===== src/rtl/loader_pkg.sv =====
`default_nettype none
// ============================================================================
//  Module      : loader_pkg
//  Description : Shared types and constants for the program loader: FSM
//                state encoding, frame header codes and the memory word width.
//  Ports       : none (package)
//  Revision    : 1.0 - initial release
// ============================================================================
package loader_pkg;

  // Width of one instruction/data memory word and of the load address.
  localparam int WORD_W = 32;

  // Frame header codes.
  localparam logic [7:0] HDR_IMEM = 8'h01;
  localparam logic [7:0] HDR_DMEM = 8'h02;
  localparam logic [7:0] HDR_END  = 8'hFF;

  typedef enum logic [2:0] {
    ST_HDR   = 3'd0,
    ST_ADDR  = 3'd1,
    ST_CNT   = 3'd2,
    ST_DATA  = 3'd3,
    ST_WRITE = 3'd4,
    ST_DONE  = 3'd5,
    ST_ERR   = 3'd6
  } state_t;

  // States in which the loader is willing to take a byte from the stream.
  function automatic logic state_accepts(input state_t s);
    return (s == ST_HDR) || (s == ST_ADDR) || (s == ST_CNT) || (s == ST_DATA);
  endfunction

endpackage
`default_nettype wire


===== src/rtl/word_assembler.sv =====
`default_nettype none
// ============================================================================
//  Module      : word_assembler
//  Description : Collects accepted stream bytes into a 32-bit little-endian
//                word. Each byte is shifted in from the top, so after four
//                bytes the first byte sits in [7:0]; after two bytes the
//                16-bit little-endian value sits in [31:16].
//  Ports       : clk      - clock
//                rst      - synchronous active-high reset
//                clr_i    - restart field (byte index and word cleared)
//                valid_i  - a byte is accepted this cycle
//                byte_i   - accepted byte
//                idx_o    - index (0..3) of the byte position being filled
//                word_o   - word as it looks including the byte on byte_i
//  Revision    : 1.0 - initial release
// ============================================================================
module word_assembler
  import loader_pkg::*;
(
  input  logic              clk,
  input  logic              rst,
  input  logic              clr_i,
  input  logic              valid_i,
  input  logic [7:0]        byte_i,
  output logic [1:0]        idx_o,
  output logic [WORD_W-1:0] word_o
);

  logic [1:0]        idx_q;
  logic [1:0]        idx_d;
  logic [WORD_W-1:0] word_q;
  logic [WORD_W-1:0] word_d;
  logic [WORD_W-1:0] shift_w;

  // The completed value is visible in the same cycle as the last byte, so
  // the parent can latch it without waiting an extra clock.
  assign shift_w = {byte_i, word_q[WORD_W-1:8]};

  always_comb begin
    idx_d  = idx_q;
    word_d = word_q;
    if (clr_i) begin
      idx_d  = 2'd0;
      word_d = '0;
    end else if (valid_i) begin
      idx_d  = idx_q + 2'd1;   // wraps to 0 after a full word
      word_d = shift_w;
    end
  end

  always_ff @(posedge clk) begin
    if (rst) begin
      idx_q  <= 2'd0;
      word_q <= '0;
    end else begin
      idx_q  <= idx_d;
      word_q <= word_d;
    end
  end

  assign idx_o  = idx_q;
  assign word_o = shift_w;

endmodule
`default_nettype wire


===== src/rtl/program_loader.sv =====
`default_nettype none
// ============================================================================
//  Module      : program_loader
//  Description : Byte-stream program loader. Parses frames of
//                  header(1) | address(4, LE) | word count(2, LE) | N words(4, LE)
//                and writes each word into instruction or data memory through
//                a one-cycle load strobe. Header 0xFF ends the load and
//                releases the downstream core from reset; any protocol
//                violation parks the loader in a sticky error state.
//  Ports       : clk       - clock
//                rst       - synchronous active-high reset
//                in_valid  - stream byte valid
//                in_data   - stream byte
//                in_ready  - loader accepts a byte this cycle
//                IMLD/IMWD/IMA - instruction memory strobe / data / byte addr
//                DMLD/DMWD/DMA - data memory strobe / data / byte addr
//                core_rst  - downstream core reset, released on done
//                done      - load finished (sticky)
//                error     - protocol error (sticky)
//  Revision    : 1.0 - initial release
// ============================================================================
module program_loader
  import loader_pkg::*;
(
  input  logic              clk,
  input  logic              rst,
  input  logic              in_valid,
  input  logic [7:0]        in_data,
  output logic              in_ready,
  output logic              IMLD,
  output logic [WORD_W-1:0] IMWD,
  output logic [WORD_W-1:0] IMA,
  output logic              DMLD,
  output logic [WORD_W-1:0] DMWD,
  output logic [WORD_W-1:0] DMA,
  output logic              core_rst,
  output logic              done,
  output logic              error
);

  state_t            state_q;
  state_t            state_d;
  logic              tgt_dm_q;     // 1: data memory, 0: instruction memory
  logic [WORD_W-1:0] addr_q;
  logic [15:0]       cnt_q;

  logic              in_ready_q;
  logic              imld_q;
  logic              dmld_q;
  logic [WORD_W-1:0] imwd_q;
  logic [WORD_W-1:0] ima_q;
  logic [WORD_W-1:0] dmwd_q;
  logic [WORD_W-1:0] dma_q;
  logic              core_rst_q;
  logic              done_q;
  logic              error_q;

  logic              accept;
  logic              asm_valid;
  logic              asm_clr;
  logic [1:0]        asm_idx;
  logic [WORD_W-1:0] asm_word;
  logic              field_last;
  logic              cnt_last;
  logic              hdr_load;

  assign accept    = in_valid & in_ready_q;
  assign asm_valid = accept &
                     ((state_q == ST_ADDR) || (state_q == ST_CNT) || (state_q == ST_DATA));

  // Address and data fields are four bytes and wrap the byte index by
  // themselves; the count field is only two bytes, so the assembler is
  // restarted on its second byte.
  assign field_last = asm_valid & (asm_idx == 2'd3);
  assign cnt_last   = asm_valid & (state_q == ST_CNT) & (asm_idx == 2'd1);
  assign asm_clr    = cnt_last;

  assign hdr_load = (in_data == HDR_IMEM) || (in_data == HDR_DMEM);

  word_assembler u_asm (
    .clk     (clk),
    .rst     (rst),
    .clr_i   (asm_clr),
    .valid_i (asm_valid),
    .byte_i  (in_data),
    .idx_o   (asm_idx),
    .word_o  (asm_word)
  );

  // Next-state decode; all registers, including outputs, update in the
  // single sequential block below.
  always_comb begin
    state_d = state_q;
    case (state_q)
      ST_HDR: begin
        if (accept) begin
          if (hdr_load)                state_d = ST_ADDR;
          else if (in_data == HDR_END) state_d = ST_DONE;
          else                         state_d = ST_ERR;
        end
      end
      ST_ADDR: begin
        if (field_last) begin
          state_d = (asm_word[1:0] != 2'b00) ? ST_ERR : ST_CNT;
        end
      end
      ST_CNT: begin
        if (cnt_last) begin
          state_d = (asm_word[31:16] == 16'd0) ? ST_HDR : ST_DATA;
        end
      end
      ST_DATA: begin
        if (field_last) state_d = ST_WRITE;
      end
      ST_WRITE: begin
        // cnt_q still holds the count before this write is retired.
        state_d = (cnt_q == 16'd1) ? ST_HDR : ST_DATA;
      end
      ST_DONE: state_d = ST_DONE;
      ST_ERR:  state_d = ST_ERR;
      default: state_d = ST_ERR;
    endcase
  end

  always_ff @(posedge clk) begin
    if (rst) begin
      state_q    <= ST_HDR;
      tgt_dm_q   <= 1'b0;
      addr_q     <= '0;
      cnt_q      <= 16'd0;
      in_ready_q <= 1'b1;
      imld_q     <= 1'b0;
      dmld_q     <= 1'b0;
      imwd_q     <= '0;
      ima_q      <= '0;
      dmwd_q     <= '0;
      dma_q      <= '0;
      core_rst_q <= 1'b1;
      done_q     <= 1'b0;
      error_q    <= 1'b0;
    end else begin
      state_q    <= state_d;
      // Registered ready reflects the state the FSM is about to enter.
      in_ready_q <= state_accepts(state_d);
      imld_q     <= 1'b0;
      dmld_q     <= 1'b0;

      case (state_q)
        ST_HDR: begin
          if (accept && hdr_load) tgt_dm_q <= (in_data == HDR_DMEM);
        end
        ST_ADDR: begin
          if (field_last) addr_q <= asm_word;
        end
        ST_CNT: begin
          if (cnt_last) cnt_q <= asm_word[31:16];
        end
        ST_DATA: begin
          // Strobe and payload are registered here so they are presented
          // during the WRITE cycle that follows the last data byte.
          if (field_last) begin
            if (tgt_dm_q) begin
              dmld_q <= 1'b1;
              dmwd_q <= asm_word;
              dma_q  <= addr_q;
            end else begin
              imld_q <= 1'b1;
              imwd_q <= asm_word;
              ima_q  <= addr_q;
            end
          end
        end
        ST_WRITE: begin
          addr_q <= addr_q + 32'd4;   // modulo 2^32
          cnt_q  <= cnt_q - 16'd1;
        end
        default: ;
      endcase

      if (state_d == ST_DONE) begin
        done_q     <= 1'b1;
        core_rst_q <= 1'b0;
      end
      if (state_d == ST_ERR) begin
        error_q <= 1'b1;
      end
    end
  end

  assign in_ready = in_ready_q;
  // A reset arriving during the WRITE cycle must not let the strobe through.
  assign IMLD     = imld_q & ~rst;
  assign DMLD     = dmld_q & ~rst;
  assign IMWD     = imwd_q;
  assign IMA      = ima_q;
  assign DMWD     = dmwd_q;
  assign DMA      = dma_q;
  assign core_rst = core_rst_q;
  assign done     = done_q;
  assign error    = error_q;

endmodule
`default_nettype wire


===== config.mk =====
export PLATFORM = sky130hd
export DESIGN_NAME = program_loader
export DESIGN_NICKNAME = d
export VERILOG_FILES = /design/src/rtl/loader_pkg.sv /design/src/rtl/word_assembler.sv /design/src/rtl/program_loader.sv
export SDC_FILE = /design/constraint.sdc
export NUM_CORES = 1
export LEC_CHECK = 0
export ABC_AREA = 1
export CAP_MARGIN = 5
export CORE_ASPECT_RATIO = 1.4
export CORE_MARGIN = 1.5
export CORE_UTILIZATION = 49
export DETAILED_ROUTE_END_ITERATION = 12
export HOLD_SLACK_MARGIN = 0.1
export PLACE_DENSITY_LB_ADDON = 0.3
export SLEW_MARGIN = 0
export SYNTH_ARGS = -nofsm -noshare
export SYNTH_HDL_FRONTEND = slang
export SYNTH_SLANG_ARGS = --single-unit

===== constraint.sdc =====
create_clock -name clk -period 1.55 [get_ports clk]
set_clock_uncertainty 0.1 [all_clocks]
set_input_delay 0.31 -clock clk [delete_from_list [all_inputs] [get_ports clk]]
set_output_delay 0.31 -clock clk [all_outputs]
set_load 0.05 [all_outputs]

Word level (Yosys, flattened, before mapping) --
Index checks and enable logic that the tools add are counted.
Word-level totals: input bits 11, output and inout port bits 134, logic and storage cells 84, register bits after elaboration 220
Cells by class: reductions and logical operators 20, add/sub/neg operators 3, bitwise logic cells 11, muxes and demuxes 16, eq/ne operators 18
Operators by type and width (number):
- 32-bit case mux with 2 select lines | 1
- 32-bit by 3-bit adder with 32-bit output, second input constant | 1
- 32-bit 2-to-1 mux | 1
- 16-bit case mux with 2 select lines | 1
- 3-bit 2-to-1 mux | 6
- 3-bit case mux with 6 select lines | 1
- 16-bit by 1-bit equality test with 1-bit output, second input constant | 1
- 16-bit logical NOT | 1
- 16-bit 2-to-1 mux | 1
- 16-bit by 1-bit subtractor with 16-bit output, second input constant | 1
- 3-bit by 2-bit equality test with 1-bit output, second input constant | 4
- 3-bit equality test, second input constant | 4
- 8-bit by 1-bit equality test with 1-bit output, second input constant | 1
- 8-bit by 2-bit equality test with 1-bit output, second input constant | 1
- 8-bit equality test, second input constant | 1
- 1-bit AND | 7
- 3-bit by 1-bit equality test with 1-bit output, second input constant | 2
- 3-bit logical NOT | 2
- 1-bit logical OR | 6
- 2-bit 2-to-1 mux | 3
- 2-bit AND reduction | 3
- 3-bit AND reduction | 2
- 2-bit nonzero test | 3
- 2-bit inequality test, second input constant | 2
- other kinds (8) | 12

Depth between registers and ports, before layout --
word-level depth 12, mapped depth 12, gate-level depth less buffers 11

Modules after synthesis --
From an unflattened synthesis, not the netlist that was laid out.
Unflattened totals: cells, all modules 1314, area total of the unflattened synthesis 9216.3 µm²
Modules (own cells, without submodules):
- program_loader | cells each 1143, area each 8075.2 µm², seq. area each 3723.6 µm², instances 1
- word_assembler | cells each 171, area each 1141.1 µm², seq. area each 520.5 µm², instances 1

Least setup slack after synthesis --
Ideal clock, no wire load.
path kind register to register, start register in_ready_q (netlist: in_ready), end register ima_q[19] (netlist: IMA[19]), stages on the path, launching flop included 9, setup time 0.135 ns, arrival 1.830 ns, path buffers 2, setup slack -0.514 ns, period minus slack after synthesis 2.064 ns, data required time 1.315 ns, cell sequence dfxtp_1 > nand2_1 > inv_1 > nand3_2 > or2_4 > buf_6 > buf_6 > a21oi_2 > nor2_2
Between the ends: word-level cells in the longest chain between the ends 4
RTL lines:
- from (decl) | line program_loader.sv:47 | logic in_ready_q;
- from (signal assigned) | line program_loader.sv:144 | in_ready_q <= state_accepts(state_d);
- 1-bit AND | line program_loader.sv:67 | assign accept = in_valid & in_ready_q;
- 1-bit AND | line program_loader.sv:68 | assign asm_valid = accept &
- 1-bit AND | line program_loader.sv:74 | assign field_last = asm_valid & (asm_idx == 2'd3);
- 3-bit AND reduction (no source line)
- to (signal assigned) | line program_loader.sv:169 | ima_q <= addr_q;
- to (decl) | line program_loader.sv:51 | logic [WORD_W-1:0] ima_q;
Every way passes these cells. A chain may end at the register's enable or synchronous reset.

Worst setup path in the final report --
start register state_q[0], end register dmwd_q[19] (netlist: DMWD[19])
Between the ends: word-level cells in the longest chain between the ends 6, elaborated cells between the ends (all ways) 8, classes of those cells eq/ne: 3; bitwise: 2; reduce/logical: 3
RTL lines:
- from (decl) | line program_loader.sv:41 | state_t state_q;
- from (signal assigned) | line program_loader.sv:142 | state_q <= state_d;
- 3-bit by 1-bit equality test with 1-bit output or 3-bit by 2-bit equality test with 1-bit output (tied branches) | line program_loader.sv:69 | ((state_q == ST_ADDR) || (state_q == ST_CNT) || (state_q == ST_DATA));
- 1-bit logical OR (2 in a row) | line program_loader.sv:69
- 1-bit AND | line program_loader.sv:68
- 1-bit AND | line program_loader.sv:74
- 3-bit AND reduction (no source line) (*)
- to (signal assigned) | line program_loader.sv:164 | dmwd_q <= asm_word;
- to (decl) | line program_loader.sv:52 | logic [WORD_W-1:0] dmwd_q;
Mark *: on every way between the ends. The rest lies on a longest branch, timed or not.

==> metrics.md <==
| Metric | Value |
|---|---|
| Least-Margin Pin Slew | `0.564 ns` |
| Type of origin of the critical path | `flop` |
| CP peak stage delay | `0.40 ns` |
| Die Y-Extent | `171 um` |
| Int Pwr | `approximately 0.011 W` |
| Cell area after synthesis | `9900 um^2` |
| Clk Latency, worst-skew pair | `0.56 ns` |
| Switching power | `0.00560 W` |
| Global Route Usage Sum | `about 34%` |
| CP cell instances | `inv_2 -> nor2_4 -> nand3_2 -> buf_4 -> clkinv_8 -> nand2_8 -> buf_8 -> nor2_1 -> a21oi_1 -> nor2_1` |
| Routed Antenna Nets | `0` |
| Final hold slack | `0.191 ns` |
| Worst R2R End | `DMWD[19]` |
| Met3 GRT Util | `4.48%` |
| Largest delay share family, worst path | `simple AND/OR/NAND/NOR gates` |
| Avg Cell Area, Syn | `7.19 um^2` |
| Final hold vios | `0` |
| Iter 0 DRT Violations | `approximately 1.3k` |
| Die ar. | `21100 um^2` |
| Sequential-to-total area share from yosys stat | `42.9%` |
| Reg2Reg Depth | `10` |
| Stages on worst setup path | `10` |
| Status | `finished, violations left` |
| Met1 Resource Use GR | `36.6%` |
| Synth Instances | `1378` |
| Kind of end point of the critical path | `flop` |
| Final setup violation count | `about 220` |
| Fillers | `1134` |
| Largest net degree at the start of global routing | `between 60 and 70` |
| Net count, final | `1664` |
| CTS tree | `built` |
| Seq pwr share | `around 36%` |
| PD cells | `1020 nW/um^2` |
| Setup Crit Path Kind | `reg2reg` |
| Post-synth top area share | `42.9%` |
| Synth Flop Type | `dfxtp_1` |
| Synth area leaders | `dfxtp_1 43%, nand2_1 10%, nor2_1 8.5%, a21oi_1 8.3%, nand3_1 4.6%` |
| Area Growth Syn to Fin | `63.4%` |
| H-tree depth reported by CTS | `1` |
| HP Class | `in2reg` |
| Worst-path fanout max | `9` |
| Cell taking the most area after synthesis | `dfxtp_1` |
| Share of cells above drive strength 1 | `37.4%` |
| Global route overflow | `0` |
| Peak supply drop | `0.00100 V` |
| Port bufs | `about 140` |
| Hold-critical path depth | `3` |
| Diode count | `0` |
| Post-synth ARST share | `0%` |
| Hold Path End | `IMA[16]` |
| RSZ-0062 raised after global routing | `true` |
| Slew Viols, Final | `0` |
| Clock power share | `36.2%` |
| Register-to-register setup slack | `-0.54 ns` |
| Slowest-stage cell, CP | `dfxtp_2` |
| Die Wd | `approximately 120 um` |
| Library cells used by synthesis | `between 40 and 50` |
| DR vias/cell | `5.92` |
| CP required | `1.86 ns` |
| TritonRoute pass-1 iters | `8` |
| Switching Share | `33.9%` |
| FP Rows | `61` |
| DRT Wirelength | `42300 um` |
| Initial antenna violation count | `0` |
| Synth Register Bits | `212` |
| Core area | `just under 20000 um^2` |
| Max-cap violations | `0` |
| Failing checks | `negative setup slack` |
| Clk root buf | `clkbuf_16` |
| DR WL/cell | `roughly 22 um` |
| Fin crit share | `135%` |
| Design area | `16200 um^2` |
| Clock sinks | `212` |
| HPWL after DPL | `24000 um` |
| Placed Area | `13800 um^2` |
| Num CTS Buffers | `23` |
| First-pass GRT wire length | `55200 um` |
| Ys Warns | `0` |
| Crit path arrival time | `2.41 ns` |
| Fmax | `477 MHz` |
| Static leakage | `6.13 nW` |
| Comb pwr share | `27.4%` |
| Bufs and invs on worst path | `4` |
| Initial Utilization | `49.9%` |
| Mapped Nets | `1394` |
| Clk slew on worst S/H paths | `roughly 0.070 ns` |
| R2R Path Start | `state_q[0]` |
| Post-synth EDFFs | `0` |
| Gr busiest metal | `met2` |
| Drt drc | `0` |
| Vias in the first global route | `10.4k` |
| Min Tclk post-route | `around 2.1 ns` |
| CP dominant cell by count | `nor2_1` |
| Max transition margin | `between 60 and 70%` |
| DR vias | `11.3k` |
| Ports | `between 100 and 150` |
| GR met2 Demand/Resource | `60.3%` |
| Setup ws final | `-0.544 ns` |
| Worst Hold Launch | `rst` |
| CTS Buffer Depth | `3` |
| Routability cong. | `roughly 0.97` |
through the flow:
step	setup TNS, ns	utilization (%)	instances	worst slack (ns)	power (W)
floorplan	-7.61	-	1378	-0.101	0.00825
global placement	-93.78	69.5	1843	-0.569	0.00959
detailed placement	-96.40	69.5	1843	-0.626	0.00966
CTS	-15.60	76.7	1899	-0.167	0.0155
global route	-34.20	81.5	1917	-0.507	0.0170
finish	-26.36	81.5	1917	-0.544	0.0165
cell usage after synthesis, types with 2 or more instances:
cell type / instances
buf_12: 3
nand3_1: 91
o221ai_1: 2
nor2_2: 32
dfxtp_1: 212
nand4_1: 17
inv_2: 4
nor3_1: 5
buf_4: 3
ha_1: 5
o21ai_1: 4
xor2_1: 5
buf_2: 20
nor2_4: 32
inv_1: 116
o21ai_0: 49
or2_2: 2
a31oi_1: 9
buf_6: 9
nand2_1: 276
nor2_1: 223
nand3_2: 2
a21oi_2: 30
a21oi_1: 165
nand2_2: 3
clkbuf_1: 38
o211ai_1: 4
nand3b_1: 3
state kept, by name (all words and copies together), names as in the netlist, 2 cells and up:
signal        count
state_q           3
DMA              32
DMWD             32
IMWD             32
cnt_q            16
IMA              32
u_asm.word_q     24
addr_q           32
u_asm.idx_o       2
layout by cell type (no fill, tap or decap), drive strengths merged, types with 2 or more instances in the layout:
cell type and instances:
a21oi 195, a31oi 9, buf 294, bufinv 2
clkbuf 43, clkdlybuf4s50 8, clkinv 6, clkinvlp 2
dfxtp 212, ha 5, inv 121, nand2 281
nand3 93, nand3b 3, nand4 18, nor2 287
nor3 6, o211ai 4, o21ai 53, o221ai 2
or2 4, xor2 5
metal layers:
| metal | vias to the layer above | wire length [um] |
|---|---|---|
| met5 | - | 0 |
| met4 | 0 | 4060 |
| met3 | 299 | 3920 |
| met2 | 804 | 20500 |
| met1 | 5250 | 13800 |
| li1 | 4996 | - |
worst reg2reg max path, delay by kind of cell (launching register included):
| family | cells | cell delay, ns |
|---|---|---|
| and+or+nand+nor | 5 | 0.83 |
| buffers and inverters | 4 | 0.54 |
| DFF | 1 | 0.40 |
| AOI/OAI and AO/OA | 1 | 0.07 |
repair_timing:
action,CTS,global route
gates resized for setup,113,182
endpoints found under the hold margin,0,0
hold buffers,0,0
gates cloned,8,14
setup endpoints to repair,214,212
setup buffers,6,4
pin swaps,11,55
worst max-delay path by stage:
stage                           from        to
final                     state_q[0]  DMWD[19]
after global routing      state_q[2]  DMWD[19]
after CTS                 state_q[2]  IMWD[14]
after detailed placement    in_valid  IMWD[14]
after global placement      in_valid   IMWD[2]
after floorplan             in_ready   IMA[19]
kinds of logic (layout without fill, tap and decap cells):
logic type / count (synthesis) / count (layout) / share of synthesized area (%)
AND/OR/NAND/NOR: 691 / 694 / 31.8
XOR/XNOR: 6 / 6 / 0.531
buffers and inverters: 194 / 478 / 8.91
AO/OA/AOI/OAI: 270 / 270 / 15.3
adder cells (fa/ha/maj): 5 / 5 / 0.632
flip-flops: 212 / 212 / 42.9
power by group through the flow:
stage | registers (W) | clock network [W] | logic [W]
finish | 0.00600 | 0.00598 | 0.00451
floorplan | 0.00607 | 0 | 0.00218
detailed placement | 0.00604 | 0 | 0.00362
global placement | 0.00603 | 0 | 0.00355
CTS | 0.00594 | 0.00584 | 0.00376
global route | 0.00602 | 0.00615 | 0.00485
cell type report:
| class | count | area, um^2 | area share, % |
|---|---|---|---|
| clock buffer | 32 | 679 | 4.20 |
| clock inverter | 10 | 126 | 0.781 |
| inverter | 121 | 492 | 3.04 |
| multi-input combinational | 975 | 5600 | 34.6 |
| sequential | 212 | 4280 | 26.5 |
| tap | 252 | 315 | 1.95 |
| timing repair buffer | 315 | 4680 | 28.9 |
(Power assumes the default switching activity.)
